## config.mk

```make
export PLATFORM = sky130hd
export DESIGN_NAME = fc_wr_ctrl
export DESIGN_NICKNAME = d
export VERILOG_FILES = /design/src/rtl/fc_wr_ctrl.sv
export SDC_FILE = /design/constraint.sdc
export NUM_CORES = 1
export LEC_CHECK = 0
export CAP_MARGIN = 20
export CELL_PAD_IN_SITES_DETAIL_PLACEMENT = 0
export CELL_PAD_IN_SITES_GLOBAL_PLACEMENT = 2
export CORE_UTILIZATION = 26
export DETAILED_ROUTE_END_ITERATION = 7
export MAX_ROUTING_LAYER = met4
export PLACE_DENSITY = 0.85
export SLEW_MARGIN = 10
export SYNTH_ARGS = -nofsm -noshare
export SYNTH_HDL_FRONTEND = slang
export SYNTH_SLANG_ARGS = --single-unit
```

## constraint.sdc

```tcl
create_clock -name clk -period 2 [get_ports clk]
set_clock_uncertainty 0.05 [all_clocks]
set_input_delay 0.4 -clock clk [delete_from_list [all_inputs] [get_ports clk]]
set_output_delay 0.4 -clock clk [all_outputs]
set_load 0.02 [all_outputs]
```

## src/rtl/fc_wr_ctrl.sv

```systemverilog
// Write-back stage for fully-connect results: captures one result vector, fetches a base
// address from fc_ctrl and writes the vector to the bus as AW/W/B bursts of up to burst_len.
module fc_wr_ctrl #(
  parameter int unsigned batch_size = 1,
  parameter int unsigned bias_size  = 1,
  parameter int unsigned burst_len  = 16
) (
  input  logic                                        clk,
  input  logic                                        rst,
  input  logic [batch_size-1:0][bias_size-1:0][31:0]  FcNwc_result,
  input  logic                                        FcNwc_result_valid,
  output logic                                        NwcFc_result_ready,
  output logic                                        NwcNc_initAddrRq,
  input  logic [27:0]                                 NcNwc_initAddr,
  input  logic                                        NcNwc_initAddrEn,
  output logic                                        NwcNc_wr_end,
  output logic                                        NwcBus_awvalid,
  output logic [3:0]                                  NwcBus_awuserid,
  output logic [3:0]                                  NwcBus_awlen,
  output logic [27:0]                                 NwcBus_awaddr,
  input  logic                                        BusNwc_awready,
  output logic                                        NwcBus_wvalid,
  output logic [31:0]                                 NwcBus_wdata,
  output logic                                        NwcBus_wlast,
  input  logic                                        BusNwc_wready,
  input  logic                                        BusNwc_bvalid,
  input  logic [3:0]                                  BusNwc_bid,
  output logic                                        NwcBus_bready
);

  localparam logic [3:0]  AWID     = 4'b1010;
  localparam int unsigned RES_SIZE = batch_size * bias_size;
  localparam int unsigned CntW     = $clog2(RES_SIZE + 1);
  localparam int unsigned IdxW     = (RES_SIZE > 1) ? $clog2(RES_SIZE) : 1;
  localparam int unsigned BeatW    = (burst_len > 1) ? $clog2(burst_len) : 1;
  localparam int unsigned LenW     = $clog2(burst_len + 1);

  typedef enum logic [2:0] {StIdle, StAddr, StAw, StW, StB} state_e;

  state_e                       r_state;
  logic [RES_SIZE-1:0][31:0]    r_data;
  logic [CntW-1:0]              r_word_cnt;
  logic [BeatW-1:0]             r_beat;
  logic [LenW-1:0]              r_beats;
  logic [27:0]                  r_baddr;
  logic                         r_ready;
  logic                         r_rq;
  logic                         r_wr_end;
  logic                         r_awvalid;
  logic [3:0]                   r_awuserid;
  logic [3:0]                   r_awlen;
  logic [27:0]                  r_awaddr;
  logic                         r_wvalid;
  logic [31:0]                  r_wdata;
  logic                         r_wlast;
  logic                         r_bready;

  logic [31:0]                  w_remain;
  logic [LenW-1:0]              w_beats;
  logic [IdxW-1:0]              w_cur_idx;
  logic [IdxW-1:0]              w_nxt_idx;
  logic                         w_last_beat;

  always_comb begin
    w_remain    = 32'(RES_SIZE) - 32'(r_word_cnt);
    w_beats     = (w_remain < 32'(burst_len)) ? LenW'(w_remain) : LenW'(burst_len);
    w_cur_idx   = IdxW'(r_word_cnt);
    // Only consumed when another beat follows, so it never points past the vector.
    w_nxt_idx   = IdxW'(r_word_cnt + CntW'(1));
    w_last_beat = (32'(r_beat) + 32'd1 == 32'(r_beats));
  end

  always_ff @(posedge clk) begin
    if (rst) begin
      r_state    <= StIdle;
      r_data     <= '0;
      r_word_cnt <= '0;
      r_beat     <= '0;
      r_beats    <= '0;
      r_baddr    <= '0;
      r_ready    <= 1'b0;
      r_rq       <= 1'b0;
      r_wr_end   <= 1'b0;
      r_awvalid  <= 1'b0;
      r_awuserid <= '0;
      r_awlen    <= '0;
      r_awaddr   <= '0;
      r_wvalid   <= 1'b0;
      r_wdata    <= '0;
      r_wlast    <= 1'b0;
      r_bready   <= 1'b0;
    end else begin
      r_wr_end <= 1'b0;
      unique case (r_state)
        StIdle: begin
          r_ready <= 1'b1;
          if (FcNwc_result_valid && r_ready) begin
            r_data     <= FcNwc_result;
            r_word_cnt <= '0;
            r_ready    <= 1'b0;
            r_rq       <= 1'b1;
            r_state    <= StAddr;
          end
        end
        StAddr: begin
          if (NcNwc_initAddrEn) begin
            r_baddr <= NcNwc_initAddr;
            r_rq    <= 1'b0;
            r_state <= StAw;
          end
        end
        StAw: begin
          // First cycle in AW sizes the burst; outputs then hold until awready.
          if (!r_awvalid) begin
            r_awvalid  <= 1'b1;
            r_awlen    <= 4'(w_beats - LenW'(1));
            r_awaddr   <= r_baddr;
            r_awuserid <= AWID;
            r_beats    <= w_beats;
          end else if (BusNwc_awready) begin
            r_awvalid <= 1'b0;
            r_wvalid  <= 1'b1;
            r_wdata   <= r_data[w_cur_idx];
            r_wlast   <= (r_beats == LenW'(1));
            r_beat    <= '0;
            r_state   <= StW;
          end
        end
        StW: begin
          if (BusNwc_wready) begin
            r_word_cnt <= r_word_cnt + CntW'(1);
            if (w_last_beat) begin
              r_wvalid <= 1'b0;
              r_wlast  <= 1'b0;
              r_bready <= 1'b1;
              r_state  <= StB;
            end else begin
              r_beat  <= r_beat + BeatW'(1);
              r_wdata <= r_data[w_nxt_idx];
              r_wlast <= (32'(r_beat) + 32'd2 == 32'(r_beats));
            end
          end
        end
        StB: begin
          if (BusNwc_bvalid && (BusNwc_bid == AWID)) begin
            r_bready <= 1'b0;
            r_baddr  <= r_baddr + 28'(r_beats);
            if (32'(r_word_cnt) == RES_SIZE) begin
              r_wr_end <= 1'b1;
              r_ready  <= 1'b1;
              r_state  <= StIdle;
            end else begin
              r_state <= StAw;
            end
          end
        end
        default: r_state <= StIdle;
      endcase
    end
  end

  assign NwcFc_result_ready = r_ready;
  assign NwcNc_initAddrRq   = r_rq;
  assign NwcNc_wr_end       = r_wr_end;
  assign NwcBus_awvalid     = r_awvalid;
  assign NwcBus_awuserid    = r_awuserid;
  assign NwcBus_awlen       = r_awlen;
  assign NwcBus_awaddr      = r_awaddr;
  assign NwcBus_wvalid      = r_wvalid;
  assign NwcBus_wdata       = r_wdata;
  assign NwcBus_wlast       = r_wlast;
  assign NwcBus_bready      = r_bready;

endmodule
```

Word-level counts from Yosys, hierarchy flattened:

Cells that the tools add are included.

* input port bits: 71
* word-level logic and storage cells: 120
* output and inout bits: 75
* register bits after elaboration: 145

* muxes and demuxes: 52
* equal/unequal tests: 17
* bitwise logic cells: 3
* add/subtract/negate cells: 7
* reduce and logical (&&, ||, !) cells: 21
* magnitude comparators: 3

Operator list (count)
* $mux W32: 6
* $pmux W32 S2: 1
* $mux W28: 2
* $pmux W28 S2: 1
* $lt A32 B5 Y1 const B: 1
* $add A28 B5 Y28: 1
* $mux W1: 21
* $mux W3: 7
* $ne A2 B2 Y1 const B: 9
* $mux W4: 4
* $pmux W3 S5: 1
* $pmux W1 S2: 6
* $reduce_and A3 Y1: 4
* $reduce_bool A2 Y1: 6
* $eq A5 B5 Y1: 2
* $reduce_and A5 Y1: 2
* $pmux W4 S2: 1
* $reduce_and A4 Y1: 2
* $reduce_and A7 Y1: 1
* $eq A3 B2 Y1 const B: 2
* $add A4 B1 Y5 const B: 1
* $add A4 B2 Y5 const B: 1
* $eq A5 B1 Y1 const B: 1
* $mux W5: 1
* other kinds (14): 19

Depth between registers and ports, before layout:

* depth after elaboration: 6
* gate-level depth with buffers: 8
* gate-level depth less buffers: 7

Worst setup path after synthesis:

No wires, ideal clock.

* kind: flip-flop to flip-flop
* start: reg r_beats[0]
* end: reg r_baddr[26]
* library setup time: 0.079 ns
* arrival: 1.936 ns
* stages on the path, launching flop included: 9
* setup slack: -0.065 ns
* data required time: 1.871 ns
* clock period less this slack: 2.065 ns
* buffers on the path: 1
* cell sequence: dfxtp_1 ha_1 ha_1 nand4_4 nor4_4 buf_6 nand3_2 o31a_1 o221ai_2

* cells in the longest elaborated chain, start to end: 3

RTL lines
* from (decl): line 44 `logic [LenW-1:0] r_beats;`
* from (signal assigned): line 119 `r_beats <= w_beats;`
* $add A28 B5 Y28: line 147 `r_baddr <= r_baddr + 28'(r_beats);`
* $mux W28: line 145 `if (BusNwc_bvalid && (BusNwc_bid == AWID)) begin`
* $pmux W28 S2: line 94 `unique case (r_state)`
* to (signal assigned): line 107 `r_baddr <= NcNwc_initAddr;`
* to (signal assigned): line 147
* to (decl): line 45 `logic [27:0] r_baddr;`

Every way passes these cells. The select of a mux whose other input is x is not followed.
A chain may end at the register's enable or synchronous reset.

Final worst setup path:

Same ends and word-level chain as after synthesis.

==> impl_metrics.toml <==
[place]
hpwl_um = 11900
port-buffer-count = 143
place_congestion = 0.799
dpl_cell_area_um2 = 8100

[floorplan]
core_um2 = 22700
start_util_pct = 26.6
die-area_um2 = 23800
num_rows = 55
die_y_um = 154
die_x_um = 154
ios = 146

[synth]
synth_warnings = 0
synth_cells = 725
ys_seq_area_share_pct = 45.7
synth-edff-count = 0
synthXorXnorAreaFrac_pct = 0.145
yosysUniqueCellTypes = 71
ys_seq_elements = 138
syn_area_um2 = 6040
yosys.area_share.simple_pct = 23.5
synthMuxAreaShare_pct = 5.49
avgSynthCellArea_um2 = 8.33
synth_compound_area_share_pct = 18.3
synth.area.top_cells = "dfxtp_1 46%, nand2_1 9.5%, a21oi_1 8.1%"
synth_flop_cell = "dfxtp_1"
synth_fa_ha_area_share_pct = 0.829
synth_top_family_by_area = "simple AND/OR/NAND/NOR gates"
netlist.area_leader.share_pct = 45.7
yosysTopAreaCell = "dfxtp_1"
async_flop_share_pct = 0

[route]
drt_wl_total_um = 18200
dr_wl_met3_um = 816
firstDrtPassIters = 5
viasPerCell = 4.74
vias = 5669
ant_nets = 0
drt_iter0_markers = 296
top_layer = "met4"
wl_per_cell_um = 15.3
route.met2.wl_um = 8450
met1Wirelength_um = 8810
drc = 0

[clocking]
cts.clk_slew.worst_paths_ns = 0.06
cts.sinks = 138
max-clock-path-buffers = 2
cts_tree = "built"
htreeDepth = 4
ctsHoldBuffers = 0
clockRootBuffer = "clkbuf_16"
clk_latency_ns = 0.42
numCtsBuffers = 17

[timing]
fin_crit_ns = 1.95
setup_tns_ns = 0
hold_viol = 0
worst_hold_slack_ns = 0.256
grt_setup_unrepaired = "true"
max_freq_ghz = 0.512
setup_viol = 0
finalCritPeriodShare_pct = 97.6
maxSlewViolCount = 0

[global_route]
grt_max_degree = 48
grt_pass1_vias = 5535
antenna_found_initial = 0
grt_pass1_wl_um = 29100
track_usage_pct = 15.9
gr-total-overflow = 0

[final_layout]
drive_gt1_share_pct = 15.1
layout_commonest_cell = "nand2_1"
final_area_um2 = 8930
final_cell_mix = "153 x nand2_1, 137 x clkdlybuf4s50_1, 136 x dfxtp_1"
fin_nets = 973
area_growth_pct = 47.9
antenna_cells = 0

[flow_run]
maxCapViolations = 0

[critical_path]
crit_type = "register to register"
crit_required_ns = 2.29
cp_max_fo = 5
worstPathArrival_ns = 2.24
end_kind = "register"
cp-start-kind = "register"

[power_and_ir_drop]
p_total_uw = 8780
max-vdd-ir-drop_mv = 0.448
leakage_uw = 0.00348
pwr_density_cell_nw_per_um2 = 983

[worst_hold_path]
hold_path.class = "input pin to register"

[status]
run_status = "finished clean"
## layout make-up
cell class / instances / area, um^2
Clock buffer: 19 / 443
Clock inverter: 12 / 166
Fill cell: 2324 / 13800
Inverter: 10 / 37.5
Multi-Input combinational cell: 519 / 3060
Sequential cell: 138 / 2770
Tap cell: 285 / 357
Timing Repair Buffer: 212 / 2110
## path summary, 6_finish.rpt
path	endpoint	slack (ns)	depth (start not counted)	from
max reg2reg	r_baddr[26]	0.05	8	r_beats[0]
max	r_baddr[26]	0.05	8	r_beats[0]
min	NwcBus_awaddr[15]	0.26	2	rst
min reg2reg	r_data[30]	0.40	2	r_data[30]
## sequential cells by signal, indices dropped and copies added (netlist names), 3 cells and up
signal and flops:
r_state 3, r_beat 4, r_baddr 28, r_data 32, NwcBus_awaddr 28, NwcBus_wdata 32
## cell usage after synthesis, types with 3 or more instances
| library cell | number |
|---|---|
| nor3b_1 | 4 |
| o31ai_1 | 3 |
| a21oi_1 | 98 |
| and3_1 | 3 |
| ha_1 | 4 |
| nor3_1 | 18 |
| a31o_2 | 3 |
| nand4_1 | 7 |
| nand2b_1 | 4 |
| o32ai_1 | 3 |
| o21bai_1 | 4 |
| o31a_1 | 3 |
| o22ai_1 | 3 |
| buf_4 | 10 |
| o211a_1 | 3 |
| a211oi_1 | 5 |
| buf_6 | 7 |
| and2_1 | 5 |
| mux2i_1 | 32 |
| o311a_1 | 4 |
| nand3_1 | 12 |
| buf_2 | 9 |
| nor2_1 | 66 |
| a2bb2oi_1 | 3 |
| dfxtp_1 | 138 |
| nand2_1 | 153 |
| inv_1 | 10 |
| o21ai_0 | 20 |
| a31oi_1 | 5 |
| clkbuf_1 | 33 |
| nor4_1 | 4 |
## metrics by stage
stage,util (%),std cells,worst slack [ns]
finish,39.3,1195,0.0474
global route,39.3,1195,-0.0624
CTS,38.4,1187,0.00185
detailed placement,35.6,1155,-0.480
global placement,35.6,1155,-0.412
floorplan,-,726,0.0116
## cell families (layout without fill, tap and decap cells)
family,after synthesis,after routing
muxes,33,33
AOI/OAI and AO/OA,178,178
buffers and inverters,69,253
other,1,2
DFF,138,138
adders and majority gates,4,4
xor gates and xnor gates,1,1
and+or+nand+nor,301,301
## per-layer routing
metal | up-vias | track usage, %
met5 | - | -
met4 | 0 | 4.05
met3 | 9 | 3.89
met2 | 112 | 25.5
met1 | 2682 | 19.9
li1 | 2866 | -
## critical path, stage by stage (launching register included)
cell	delay [ns]
dfxtp_4	0.36
ha_4	0.14
ha_4	0.14
nand4_4	0.14
nor4_4	0.37
buf_6	0.18
nand3_4	0.06
o31a_1	0.29
o221ai_2	0.14
## repair_timing
| item | 4_1_cts | 5_1_grt |
|---|---|---|
| pin swaps | 1 | 9 |
| gates cloned | 1 | 3 |
| resized for setup | 6 | 24 |
| buffers inserted | 0 | 5 |
| endpoints found under the setup margin | 7 | 55 |
## report_power, final
part / total [uW] / internal (uW) / switching, uW
Clock: 3290 / 2010 / 1290
Sequential: 3320 / 3060 / 267
Combinational: 2160 / 969 / 1190
Total: 8780 / 6040 / 2750
Note: power is estimated with default switching activity, not from simulation.
